### src/rtl/muldiv_engine_pkg.sv
// rtl/muldiv_engine_pkg.sv - op encodings and FSM states shared with the CPU control unit
package muldiv_engine_pkg;

   localparam logic [1:0] OP_MULT  = 2'b00;
   localparam logic [1:0] OP_MULTU = 2'b01;
   localparam logic [1:0] OP_DIV   = 2'b10;
   localparam logic [1:0] OP_DIVU  = 2'b11;

   typedef enum logic [1:0] {
      IDLE = 2'd0,
      CALC = 2'd1,
      FIX  = 2'd2,
      DONE = 2'd3
   } muldivStateT;

   function automatic logic isDivOp(input logic [1:0] opCode);
      return opCode[1];
   endfunction

   function automatic logic isSignedOp(input logic [1:0] opCode);
      return !opCode[0];
   endfunction

endpackage

### src/rtl/muldiv_signfix.sv
// rtl/muldiv_signfix.sv - conditional two's-complement negation for magnitudes and results
module muldiv_signfix #(
   parameter int W = 32
) (
   input  logic [W-1:0] value,
   input  logic         negate,
   output logic [W-1:0] result
);

   assign result = negate ? (~value + W'(1)) : value;

endmodule

### src/rtl/muldiv_engine.sv
// rtl/muldiv_engine.sv - iterative radix-2 multiply/divide engine with sign fix-up
module muldiv_engine
   import muldiv_engine_pkg::*;
#(
   parameter int WIDTH = 32
) (
   input  logic             clk,
   input  logic             reset,
   input  logic             start,
   input  logic [1:0]       op,
   input  logic [WIDTH-1:0] src_a,
   input  logic [WIDTH-1:0] src_b,
   input  logic             abort,
   output logic             busy,
   output logic             done,
   output logic             div_zero,
   output logic [WIDTH-1:0] hi,
   output logic [WIDTH-1:0] lo
);

   localparam int CW = $clog2(WIDTH + 1);
   localparam logic [CW-1:0] LAST_STEP = CW'(WIDTH - 1);

   muldivStateT state, stateNext;
   logic [1:0]         opReg;
   logic               signA, signB, divZero;
   logic [WIDTH-1:0]   magA, magB, absA, absB;
   logic [CW-1:0]      count;
   logic [2*WIDTH:0]   acc, accStep, divShift;
   logic [WIDTH:0]     mulSum, divTrial;
   logic [2*WIDTH-1:0] prodFixed;
   logic [WIDTH-1:0]   quoFixed, remFixed;
   logic               aNeg, bNeg, startDivZero;

   assign aNeg         = isSignedOp(op) && src_a[WIDTH-1];
   assign bNeg         = isSignedOp(op) && src_b[WIDTH-1];
   assign startDivZero = isDivOp(op) && (src_b == '0);

   muldiv_signfix #(.W(WIDTH))   uAbsA (.value(src_a), .negate(aNeg), .result(absA));
   muldiv_signfix #(.W(WIDTH))   uAbsB (.value(src_b), .negate(bNeg), .result(absB));
   muldiv_signfix #(.W(2*WIDTH)) uProd (.value(acc[2*WIDTH-1:0]), .negate(signA ^ signB), .result(prodFixed));
   muldiv_signfix #(.W(WIDTH))   uQuo  (.value(acc[WIDTH-1:0]), .negate(signA ^ signB), .result(quoFixed));
   // Remainder takes the dividend's sign so division truncates toward zero.
   muldiv_signfix #(.W(WIDTH))   uRem  (.value(acc[2*WIDTH-1:WIDTH]), .negate(signA), .result(remFixed));

   always_comb begin
      mulSum   = acc[2*WIDTH:WIDTH] + (acc[0] ? {1'b0, magA} : '0);
      divShift = {acc[2*WIDTH-1:0], 1'b0};
      divTrial = divShift[2*WIDTH:WIDTH] - {1'b0, magB};
      if (isDivOp(opReg)) begin
         if (divShift[2*WIDTH:WIDTH] >= {1'b0, magB})
            accStep = {divTrial, divShift[WIDTH-1:1], 1'b1};
         else
            accStep = divShift;
      end else begin
         accStep = {mulSum, acc[WIDTH-1:0]} >> 1;
      end
   end

   always_comb begin
      stateNext = state;
      case (state)
         IDLE:    if (start) stateNext = startDivZero ? DONE : CALC;
         CALC:    if (abort) stateNext = IDLE;
                  else if (count == LAST_STEP) stateNext = FIX;
         FIX:     stateNext = abort ? IDLE : DONE;
         DONE:    stateNext = IDLE;
         default: stateNext = IDLE;
      endcase
   end

   always_ff @(posedge clk or negedge reset) begin
      if (!reset) begin
         state    <= IDLE;
         opReg    <= OP_MULT;
         signA    <= 1'b0;
         signB    <= 1'b0;
         divZero  <= 1'b0;
         magA     <= '0;
         magB     <= '0;
         count    <= '0;
         acc      <= '0;
         busy     <= 1'b0;
         done     <= 1'b0;
         div_zero <= 1'b0;
         hi       <= '0;
         lo       <= '0;
      end else begin
         state    <= stateNext;
         busy     <= (stateNext != IDLE);
         done     <= 1'b0;
         div_zero <= 1'b0;
         case (state)
            IDLE: if (start) begin
               opReg   <= op;
               signA   <= aNeg;
               signB   <= bNeg;
               divZero <= startDivZero;
               magA    <= absA;
               magB    <= absB;
               count   <= '0;
               // Divide shifts the dividend out of the low half; multiply shifts the multiplier.
               acc     <= isDivOp(op) ? {{(WIDTH+1){1'b0}}, absA} : {{(WIDTH+1){1'b0}}, absB};
            end
            CALC: if (!abort) begin
               acc   <= accStep;
               count <= count + CW'(1);
            end
            FIX: if (!abort)
               acc <= {1'b0, isDivOp(opReg) ? {remFixed, quoFixed} : prodFixed};
            DONE: begin
               done     <= 1'b1;
               div_zero <= divZero;
               if (!divZero) begin
                  hi <= acc[2*WIDTH-1:WIDTH];
                  lo <= acc[WIDTH-1:0];
               end
            end
            default: ;
         endcase
      end
   end

endmodule
### config.mk
export PLATFORM = sky130hd
export DESIGN_NAME = muldiv_engine
export DESIGN_NICKNAME = d
export VERILOG_FILES = /design/src/rtl/muldiv_engine_pkg.sv /design/src/rtl/muldiv_signfix.sv /design/src/rtl/muldiv_engine.sv
export SDC_FILE = /design/constraint.sdc
export NUM_CORES = 1
export LEC_CHECK = 0
export ABC_CLOCK_PERIOD_IN_PS = 5500
export CAP_MARGIN = 40
export CORE_MARGIN = 5
export CORE_UTILIZATION = 50
export DETAILED_ROUTE_END_ITERATION = 8
export PLACE_DENSITY = 0.7
export SLEW_MARGIN = 20
export SYNTH_ARGS = -nofsm -noshare
export SYNTH_HDL_FRONTEND = slang
export SYNTH_SLANG_ARGS = --single-unit
### constraint.sdc
create_clock -name clk -period 5.5 [get_ports clk]
set_input_delay 0.55 -clock clk [delete_from_list [all_inputs] [get_ports clk]]
set_output_delay 0.55 -clock clk [all_outputs]
set_load 0.02 [all_outputs]
### Yosys cells after proc, flatten, opt, wreduce, memory -nomap -nowiden

Index checks and enable logic that the tools add are counted.

* output and inout port bits: 67
* register bits after elaboration: 209
* logic and storage cells: 82
* memories kept: 0
* bits in latches: 0
* bits of input ports: 70
* memory bits (read-only): 0
* bits in writable memories: 0

* $lt $le $gt $ge: 1
* div/mod/pow operators: 0
* shift operators: 0
* bitwise operators: 7
* $mul: 0
* reduce and logical (&&, ||, !) cells: 15
* $add $sub $neg: 8
* equality and inequality tests: 10
* mux-type cells: 25

Operators with widths (number)
* $mux W65: 5
* $pmux W65 S3: 1
* $mux W32: 6
* $add A32 B1 Y32 const B: 4
* $mux W64: 2
* $not A32 Y32: 4
* $add A64 B1 Y64 const B: 1
* $not A64 Y64: 1
* $add A33 B32 Y33: 1
* $ge A33 B32 Y1: 1
* $sub A33 B32 Y33: 1
* $logic_not A32 Y1: 1
* $mux W6: 2
* $pmux W6 S2: 1
* $mux W2: 5
* $pmux W2 S4: 1
* $add A6 B1 Y6 const B: 1
* $eq A6 B5 Y1 const B: 1
* $ne A2 B2 Y1 const B: 3
* $reduce_and A6 Y1: 1
* $reduce_and A5 Y1: 1
* $eq A2 B2 Y1 const B: 2
* $reduce_and A2 Y1: 2
* $reduce_and A4 Y1: 1
* 13 further kinds: 17

### Logic depth before layout (Yosys ltp)

* word-level depth: 6
* gate-level depth with buffers: 15

### By module

A second synthesis with hierarchy kept.

* cells, all modules: 2148
* area, all modules: 19394.9 µm²

Modules (own cells, without submodules)
* muldiv_engine: cells each 1546, instances 1, area an instance 14637.8 µm²
* muldiv_signfix (uAbsA ...): cells each 99, instances 4, area an instance 777.0 µm²
* muldiv_signfix (uProd): cells each 206, instances 1, area an instance 1649.1 µm²

### Worst setup path before layout

Ideal clock, no wire load.

* path type: register to register
* start: register acc[31]
* end: register acc[64]
* library setup time: 0.110 ns
* path slack: 2.368 ns
* stages on the path, launching flop included: 14
* path buffers: 0
* arrival: 3.022 ns
* cell sequence: dfrtp_1 inv_1 ha_1 inv_1 fa_1 nand3_1 a21oi_1 nor3_1 o21ai_0 a21oi_1 o31ai_1 a211oi_1 mux2_2 o41ai_1

* longest elaborated chain between the ends: 5
* elaborated cells between the ends (all ways): 6
* classes of those cells: add/sub: 1; order compare: 1; mux: 4

Ends and longest elaborated chain
* start: declaration: line muldiv_engine.sv:29 `logic [2*WIDTH:0] acc, accStep, divShift;`
* start signal: assignment: line muldiv_engine.sv:103 `acc <= isDivOp(op) ? {{(WIDTH+1){1'b0}}, absA} : {{(WIDTH+1){1'b0}}, absB};`
* start signal: assignment: line muldiv_engine.sv:106 `acc <= accStep;`
* start signal: assignment: line muldiv_engine.sv:110 `acc <= {1'b0, isDivOp(opReg) ? {remFixed, quoFixed} : prodFixed};`
* $sub A33 B32 Y33 or $ge A33 B32 Y1 (tied branches): line muldiv_engine.sv:49, muldiv_engine.sv:51
* $mux W65 (*): line muldiv_engine.sv:51 `if (divShift[2*WIDTH:WIDTH] >= {1'b0, magB})`
* $mux W65 (*): line muldiv_engine.sv:50 `if (isDivOp(opReg)) begin`
* $mux W65 (*): line muldiv_engine.sv:105 `CALC: if (!abort) begin`
* $pmux W65 S3 (*): line muldiv_engine.sv:93 `case (state)`

Mark *: on every way between the ends. The rest lies on a longest branch, timed or not. The select of a mux whose other input is x is not followed.
A chain may end at the register's enable or synchronous reset.

### Worst setup path in the final report

* start: register acc[37]
* end: register acc[62]

* longest elaborated chain between the ends: 6
* elaborated cells between the ends (all ways): 15
* classes of those cells: add/sub: 4; order compare: 1; mux: 8; bitwise: 2

Ends and longest elaborated chain
* $not A64 Y64 or $not A32 Y32 (tied branches): line muldiv_signfix.sv:10 `assign result = negate ? (~value + W'(1)) : value;`
* $add A64 B1 Y64 or $add A32 B1 Y32 (tied branches): line muldiv_signfix.sv:10
* $mux W64 or $mux W32 (tied branches): line muldiv_signfix.sv:10
* $mux W64: line muldiv_engine.sv:110
* $mux W65: line muldiv_engine.sv:109 `FIX: if (!abort)`
* $pmux W65 S3 (*): line muldiv_engine.sv:93

Marks and branches as above.

==> metrics <==
status completed; Synth area leader dfrtp_1; Die Width 190 um; Placed Area 17,800 um^2; maximum root-to-sink buffer count 3; endpoints failing hold 0; crit-path leading delay family simple AND/OR/NAND/NOR gates; CP cell instances ha_1, nand4_1, nor3_1, nand2_1, o311ai_1, a211o_1, a21bo_2, nand2_1, nor4_1, o21ai_0; unrepaired setup endpoints after global routing no; largest stage delay on the critical path 0.54 ns; crit path DAT 4.39 ns; Worst Path Required 5.91 ns; Area growth syn-to-layout 16.1%; initial core utilization 50.2%; GR Util met1 40.9%; detail-routed net length per standard cell 22.1 um; flops & latches, synth 208; Post-DRT Antenna Nets 0; fmax 0.251 GHz; Slew HR 41.0%; Clock Latency Late Sink 0.56 ns; actual slew at the worst max-slew pin 0.862 ns; Slowest-stage cell, CP dfrtp_1; GRT overflow 0; Ant. Diodes 0; Async SR Flop Fraction 100%; Finished Cell Area 18,800 um^2; Most Crowded Layer GR met2; PostCTS Resize Cnt 0; hold crit path type input port to async pin; syn nets 2,107; Critical Path Most Common Cell nand2_1; ys flop type dfrtp_1; fin crit period 3.98 ns; Ports 137; CP Capture Type flip-flop; initial DRC count 1,406; Core Area 32,300 um^2; Syn Area/Cell 8.25 um^2; share of cells above drive strength 1 7.76%; met2 usage 46.1%; worst-case reg-to-reg path depth 10; hold buffers post-CTS 0; total of max-cap violations 0; clk_skew 0.0257 ns; EDFF count, synth 0; crit-path max FO 15; pwr dens 514 nW/um^2; Via density 6.25; total number of vias 15.6k; worst vdd ir 0.000302 V; top cell type's share of synthesized area 32.1%; Num CTS Buffers 26; H-tree levels 1; synth top area cells dfrtp_1 32%, o21ai_0 6.5%, ha_1 5.6%; Total Neg Setup Slack 0 ns; Sink Count 208; Synthesis Warnings 0; initial antenna violation count 0; Crit path buffers/inverters 0; IO buf count 136; largest net degree at the start of global routing 127; Initial DRT Pass Iterations 6; CTS clk-pin slew, worst paths 0.06 ns; vias in the first global route 14.8k; Cell Area, Synth 16,200 um^2; GR Util met3 5.61%; crit start category flip-flop; Die H 190 um; total power draw 9.67 mW; global-route wire length before repair 84,800 um; row count 66; setup violators final 0; Synth cell types 78; GP Congestion 0.988; Nets 2,175; Lkg Pwr 8.13 nW; Levels on crit path 10; Slew Limit Fails 0; DIE AREA 36,100 um^2; hpwl dp 41,100 um; Tot GR Track Use 29.5%; final period utilization 72.3%; Synth Instances 1,962; TritonCTS clock tree built; CTS Root Cell clkbuf_16; # Post-CTS Setup Buffers 0; crit path kind flip-flop to flip-flop; Post-Route WL 55,000 um; DR DRC count 0; sequential area share after synthesis 32.1%
worst paths after layout:
kind | from | to | slack (ns)
hold reg to reg | magA[5] | magA[5] | 0.48
setup / recovery | acc[37] | acc[62] | 1.52
setup reg to reg | acc[37] | acc[62] | 1.52
max in group asynchronous | reset | opReg[1] | 4.21
hold / removal | reset | hi[12] | 0.44
min in group clk | magA[5] | magA[5] | 0.48
logic make-up after synthesis:
kind of cell | Yosys count | synth area share, %
AO/OA/AOI/OAI | 594 | 23.0
multiplexers | 118 | 7.80
adder cells (fa/ha/maj) | 75 | 5.89
flip-flops | 208 | 32.1
AND/OR/NAND/NOR | 645 | 19.7
XOR/XNOR | 129 | 6.98
buffers and inverters | 193 | 4.55
sequential cells by signal, indices dropped and copies added (netlist names):
name      cells
acc          65
opReg         1
busy          1
divZero       1
signA         1
signB         1
magB         32
state         2
hi           32
div_zero      1
done          1
count         6
magA         32
lo           32
cells in the mapped netlist (23+ instances only):
library cell	n
nand3_1	39
xnor2_1	67
a31oi_1	29
nor3_1	56
mux2i_1	52
a21o_1	34
xor2_1	62
ha_1	73
nand4_1	25
and2_1	41
o211ai_1	23
a21oi_1	125
o21ai_0	210
nor4_1	25
o31ai_1	24
dfrtp_1	208
clkbuf_1	116
inv_1	68
nor2_1	122
mux2_2	66
nand2_1	230
metal layers:
| layer | part of all wire, % | up-vias |
|---|---|---|
| li1 | - | 7276 |
| met1 | 43 | 7465 |
| met2 | 44 | 694 |
| met3 | 8.5 | 128 |
| met4 | 4.2 | 0 |
| met5 | 0 | - |
worst register-to-register path, cell delays in order, from the launching register on:
cell	delay, ns
dfrtp_1	0.54
ha_1	0.48
nand4_1	0.33
nor3_1	0.35
nand2_1	0.13
o311ai_1	0.43
a211o_1	0.17
a21bo_2	0.41
nand2_1	0.45
nor4_1	0.42
o21ai_0	0.13
layout by cell type, fill, tap and decap left out, types with 52 or more instances in the layout:
master	synthesis	routed
mux2i_1	52	52
inv_1	68	68
nor3_1	56	56
a21oi_1	125	125
mux2_2	66	66
dfrtp_1	208	207
nand2_1	230	229
clkdlybuf4s50_1	0	134
ha_1	73	73
o21ai_0	210	210
nor2_1	122	122
xnor2_1	67	67
xor2_1	62	62
metrics by stage:
| stage | setup WS [ns] | utilization (%) | cells | hold WS, ns |
|---|---|---|---|---|
| floorplan | 2.37 | - | 1962 | 0.254 |
| global placement | 1.60 | 55.1 | 2435 | 0.456 |
| detailed placement | 1.63 | 55.3 | 2439 | 0.465 |
| CTS | 1.59 | 58.0 | 2486 | 0.154 |
| global route | 1.37 | 58.2 | 2491 | 0.458 |
| finish | 1.52 | 58.2 | 2491 | 0.443 |
where the power goes:
part / internal, mW / total [mW] / switching (mW)
Clock: 1.06 / 1.76 / 0.699
Sequential: 1.98 / 2.63 / 0.655
Combinational: 1.91 / 5.28 / 3.37
Total: 4.95 / 9.67 / 4.72
final cells by class:
type / instances / area [um^2]
fillers: 2882 / 13500
multi-input cells: 1561 / 10300
flip-flops and latches: 208 / 5210
repair buffers: 165 / 1650
clock buffers: 37 / 722
well taps: 442 / 553
inverters: 68 / 255
clock inverters: 10 / 158
Note: power is estimated with default switching activity, not from simulation.
==> patch 1 (config.mk and constraints unchanged) <==
Put one more register stage on the output `lo`. The value now appears one clock later. The other outputs are not delayed to match.
--- a/src/rtl/muldiv_engine.sv
+++ b/src/rtl/muldiv_engine.sv
@@ -20,6 +20,8 @@
 
    localparam int CW = $clog2(WIDTH + 1);
    localparam logic [CW-1:0] LAST_STEP = CW'(WIDTH - 1);
+
+   logic [WIDTH-1:0] lo_s0;
 
    muldivStateT state, stateNext;
    logic [1:0]         opReg;
@@ -84,7 +86,7 @@
          done     <= 1'b0;
          div_zero <= 1'b0;
          hi       <= '0;
-         lo       <= '0;
+         lo_s0    <= '0;
       end else begin
          state    <= stateNext;
          busy     <= (stateNext != IDLE);
@@ -113,7 +115,7 @@
                div_zero <= divZero;
                if (!divZero) begin
                   hi <= acc[2*WIDTH-1:WIDTH];
-                  lo <= acc[WIDTH-1:0];
+                  lo_s0 <= acc[WIDTH-1:0];
                end
             end
             default: ;
@@ -121,4 +123,8 @@
       end
    end
 
+   always_ff @(posedge clk) begin
+      lo <= lo_s0;
+   end
+
 endmodule
Behaviour: no difference found for any inputs over 10 cycles, from zero or initial values and one cycle with reset low; that may be too few to reach the edited logic, so the function may still have changed.
==> patch 1 against the original RTL <==
Cell count fell by 0.76%; non-clock buffer count decreased by 1; count of clock-buffer cells in the layout did not move; setup slack got worse by 0.25 ns; global-route usage down 1.8 points; total power grew 1.8%; area after synthesis up 1.9%; cell area grew 2.4%; sequential cell count up 32; sequential share of layout area increased by 2.7 points; routed wire length shrank 6.3%; critical endpoint is now acc[45].
==> patch 1: results (changes against the original RTL) <==
Pleak=8.51 nW (was 8.13 nW); dpl ws=1.35 ns (was 1.63 ns); drt first-iter violations=1239 (was 1406); Synth Area in Adders=5.78% (was 5.89%); Syn Nets=2078 (was 2107); first-pass GRT wire length=81700 µm (was 84800 µm); via count=15.0k (was 15.6k); complex-gate fraction of the synthesized area=20.6% (was 23.0%); Inst Count DP=2416 (was 2439); synth cell count leaders=nand2_1 (230), dfrtp_1 (208), o21ai_0 (200) (was nand2_1 (230), o21ai_0 (210), dfrtp_1 (208)); Avg Cell Area, Syn=8.54 µm² (was 8.25 µm²); Synth Area in XOR/XNOR=7.17% (was 6.98%); async set or reset register ratio after synthesis=86.7% (was 100%); GR Util met3=4.93% (was 5.61%); initial antenna violation count=1 (was 0); Total GRT Usage=27.7% (was 29.5%); Wirelength per Cell=20.9 µm (was 22.1 µm); worst-path maximum fanout=21 (was 15); DR WL met3=4060 µm (was 4690 µm); CTS Buf Count=28 (was 26); max layer used=met5 (was met4); Post-DP Area=0.0182 mm² (was 0.0178 mm²); sequential element share of the synthesized area=35.4% (was 32.1%); library cells used by synthesis=83 (was 78); layout cell share with drive strength beyond 1=8.82% (was 7.76%); VDD IR max=0.283 mV (was 0.302 mV); largest net degree at the start of global routing=134 (was 127); Crit path arrival time=4.64 ns (was 4.39 ns); Metal-1 WL=22400 µm (was 23600 µm); GPL Wtd Cong=0.940 (was 0.988); prevailing post-synth register cell=dfrtp_1 (unchanged); met1 Usage GRT=38.5% (was 40.9%); largest cells by area after synthesis=dfrtp_1 (32%), o21ai_0 (6.1%), ha_1 (5.5%) (was dfrtp_1 (32%), o21ai_0 (6.5%), ha_1 (5.6%)); crit-path max cell delay=0.56 ns (was 0.54 ns); Fill cells=2935 (was 2882); status=complete, no violations (unchanged); worst hold path class=reg -> reg (was in -> async); DRT Wirelength=51600 µm (was 55000 µm); HPWL after DPL=38000 µm (was 41100 µm); mux cell area share after synthesis=8.00% (was 7.80%); Crit-path slowest cell=a21o_1 (was dfrtp_1); clock skew=0.0144 ns (was 0.0257 ns); GRT met2 Usage=44.4% (was 46.1%); Nets=2153 (was 2175); WL met2=23400 µm (was 24500 µm)
[patch 1: cell count changes after synthesis, sizes merged, moves of 6 or more]
cell / change
nor3: +10
o21ai: -10
clkbuf: -16
dfxtp: +32
nand4: -13
a31oi: -12
and2: -6
o41ai: +9
buf: +10
or3: +9
[patch 1: report_power, final]
group / internal [mW] / leakage, nW / total (mW) / switching (mW)
Sequential: 2.22 / 2.98 / 2.80 / 0.574
Clock: 1.27 / 0.496 / 2.06 / 0.789
Combinational: 1.91 / 5.04 / 4.98 / 3.07
Total: 5.41 / 8.51 / 9.85 / 4.43
[patch 1: final timing paths]
| check | end | slack [ns] | startpoint | depth (start not counted) |
|---|---|---|---|---|
| worst max-delay path | acc[45] | 1.27 | acc[38] | 12 |
| worst max register to register | acc[45] | 1.27 | acc[38] | 12 |
| max in group asynchronous | opReg[1] | 3.77 | reset | 3 |
| min in group asynchronous | magB[9] | 0.57 | reset | 2 |
| worst min register to register | lo[20] | 0.36 | lo_s0[20] | 0 |
| worst min-delay path | lo[20] | 0.36 | lo_s0[20] | 0 |
[patch 1: worst max-delay path, delay by kind of cell, from the launching register on]
family	cells	cell delay, ns
AND/OR/NAND/NOR	3	0.59
AO/OA/AOI/OAI	6	1.72
buffers and inverters	1	0.42
multiplexers	1	0.38
adder cells (fa/ha/maj)	1	0.45
flip-flops	1	0.52
[patch 1: layout make-up]
cell class              instances  area (µm²)  share of cell area (%)
flip-flops and latches        240        5850                    30.4
clock inverters                15         249                    1.29
clock buffers                  37         774                    4.02
repair buffers                164        1660                    8.59
multi-input cells            1503        9920                    51.5
well taps                     442         553                    2.87
inverters                      71         267                    1.38
[patch 1: timing repair]
item | in CTS | in global routing
buffers inserted | 0 | 0
hold buffers | 1 | 0
endpoints found under the hold margin | 30 | 0
==> patch 2 (same settings) <==
Made on the original files. The parameter `WIDTH` goes from 32 to 64.
--- a/src/rtl/muldiv_engine.sv
+++ b/src/rtl/muldiv_engine.sv
@@ -2,7 +2,7 @@
 module muldiv_engine
    import muldiv_engine_pkg::*;
 #(
-   parameter int WIDTH = 32
+   parameter int WIDTH = 64
 ) (
    input  logic             clk,
    input  logic             reset,
Ports: changed (resized hi, lo, src_a and src_b); port bits go from 137 to 265. The function was not compared with the original's and may differ.
==> patch 2 against the original RTL <==
Combinational power increased by 150%; fmax decreased by 14%; routed wire length increased by 130%; setup slack got worse by 0.62 ns; cell area increased by 100%; sequential cell count increased by 193; area after synthesis increased by 100%; count of clock-buffer cells in the layout increased by 29; global-route usage increased by 5.3 points; total power increased by 120%; clock skew increased by 0.0080 ns; critical endpoint is now acc[127]; largest cell class unchanged.
==> patch 2: results (changes against the original RTL) <==
H-tree Lvls=2 (was 1); Sw Ratio=52.2% (was 48.8%); DRT Wirelength=128000 µm (was 55000 µm); Post-DP Area=0.0359 mm² (was 0.0178 mm²); max reg flops=129 (was 65); GR Util met3=7.81% (was 5.61%); initial antenna violation count=12 (was 0); CTS Buf Count=47 (was 26); Metal-1 WL=54700 µm (was 23600 µm); status=complete, no violations (unchanged); Port Buffers=264 (was 136); Synth Area in Adders=5.40% (was 5.89%); Synth Area in XOR/XNOR=7.01% (was 6.98%); dpl ws=0.752 ns (was 1.63 ns); Pleak=16.1 nW (was 8.13 nW); Wirelength per Cell=25.5 µm (was 22.1 µm); WL met2=53700 µm (was 24500 µm); Inst Count DP=4923 (was 2439); mux cell area share after synthesis=7.95% (was 7.80%); CTS Hold Bufs=1 (was 0); via count=32.6k (was 15.6k); worst hold path class=reg -> reg (was in -> async); complex-gate fraction of the synthesized area=24.6% (was 23.0%); largest net degree at the start of global routing=165 (was 127); Total GRT Usage=34.8% (was 29.5%); Crit-path slowest cell=o41a_1 (was dfrtp_1); max layer used=met5 (was met4); layout cell share with drive strength beyond 1=9.29% (was 7.76%); vias in the first global route=30.3k (was 14.8k); Nets=4392 (was 2175); GPL Wtd Cong=1.07 (was 0.988); PwrDens=577 mW/mm² (was 514 mW/mm²)
patch 2: changes by cell type in the layout (fill, tap and decap cells not counted), sizes merged, moves of 69 or more:
cell,delta
dfrtp,+193
mux2,+101
nand2,+191
o21ai,+193
clkdlybuf4s50,+128
a21oi,+190
nor2,+160
xor2,+69
patch 2: final timing paths:
path,slack (ns),from,cells after the start,to
max,0.90,acc[22],11,acc[127]
min,0.47,magA[41],2,magA[41]
max reg2reg,0.90,acc[22],11,acc[127]
min reg2reg,0.47,magA[41],2,magA[41]
max in group asynchronous,3.57,reset,3,count[3]
min in group asynchronous,0.54,reset,2,hi[15]
patch 2: final cells by class:
class | count | area [µm²]
Fill cell | 6064 | 26900
Clock buffer | 66 | 1340
Tap cell | 855 | 1070
Multi-Input combinational cell | 3201 | 21000
Inverter | 125 | 469
Timing Repair Buffer | 343 | 3350
Clock inverter | 18 | 229
Antenna cell | 9 | 22.5
Sequential cell | 401 | 10000
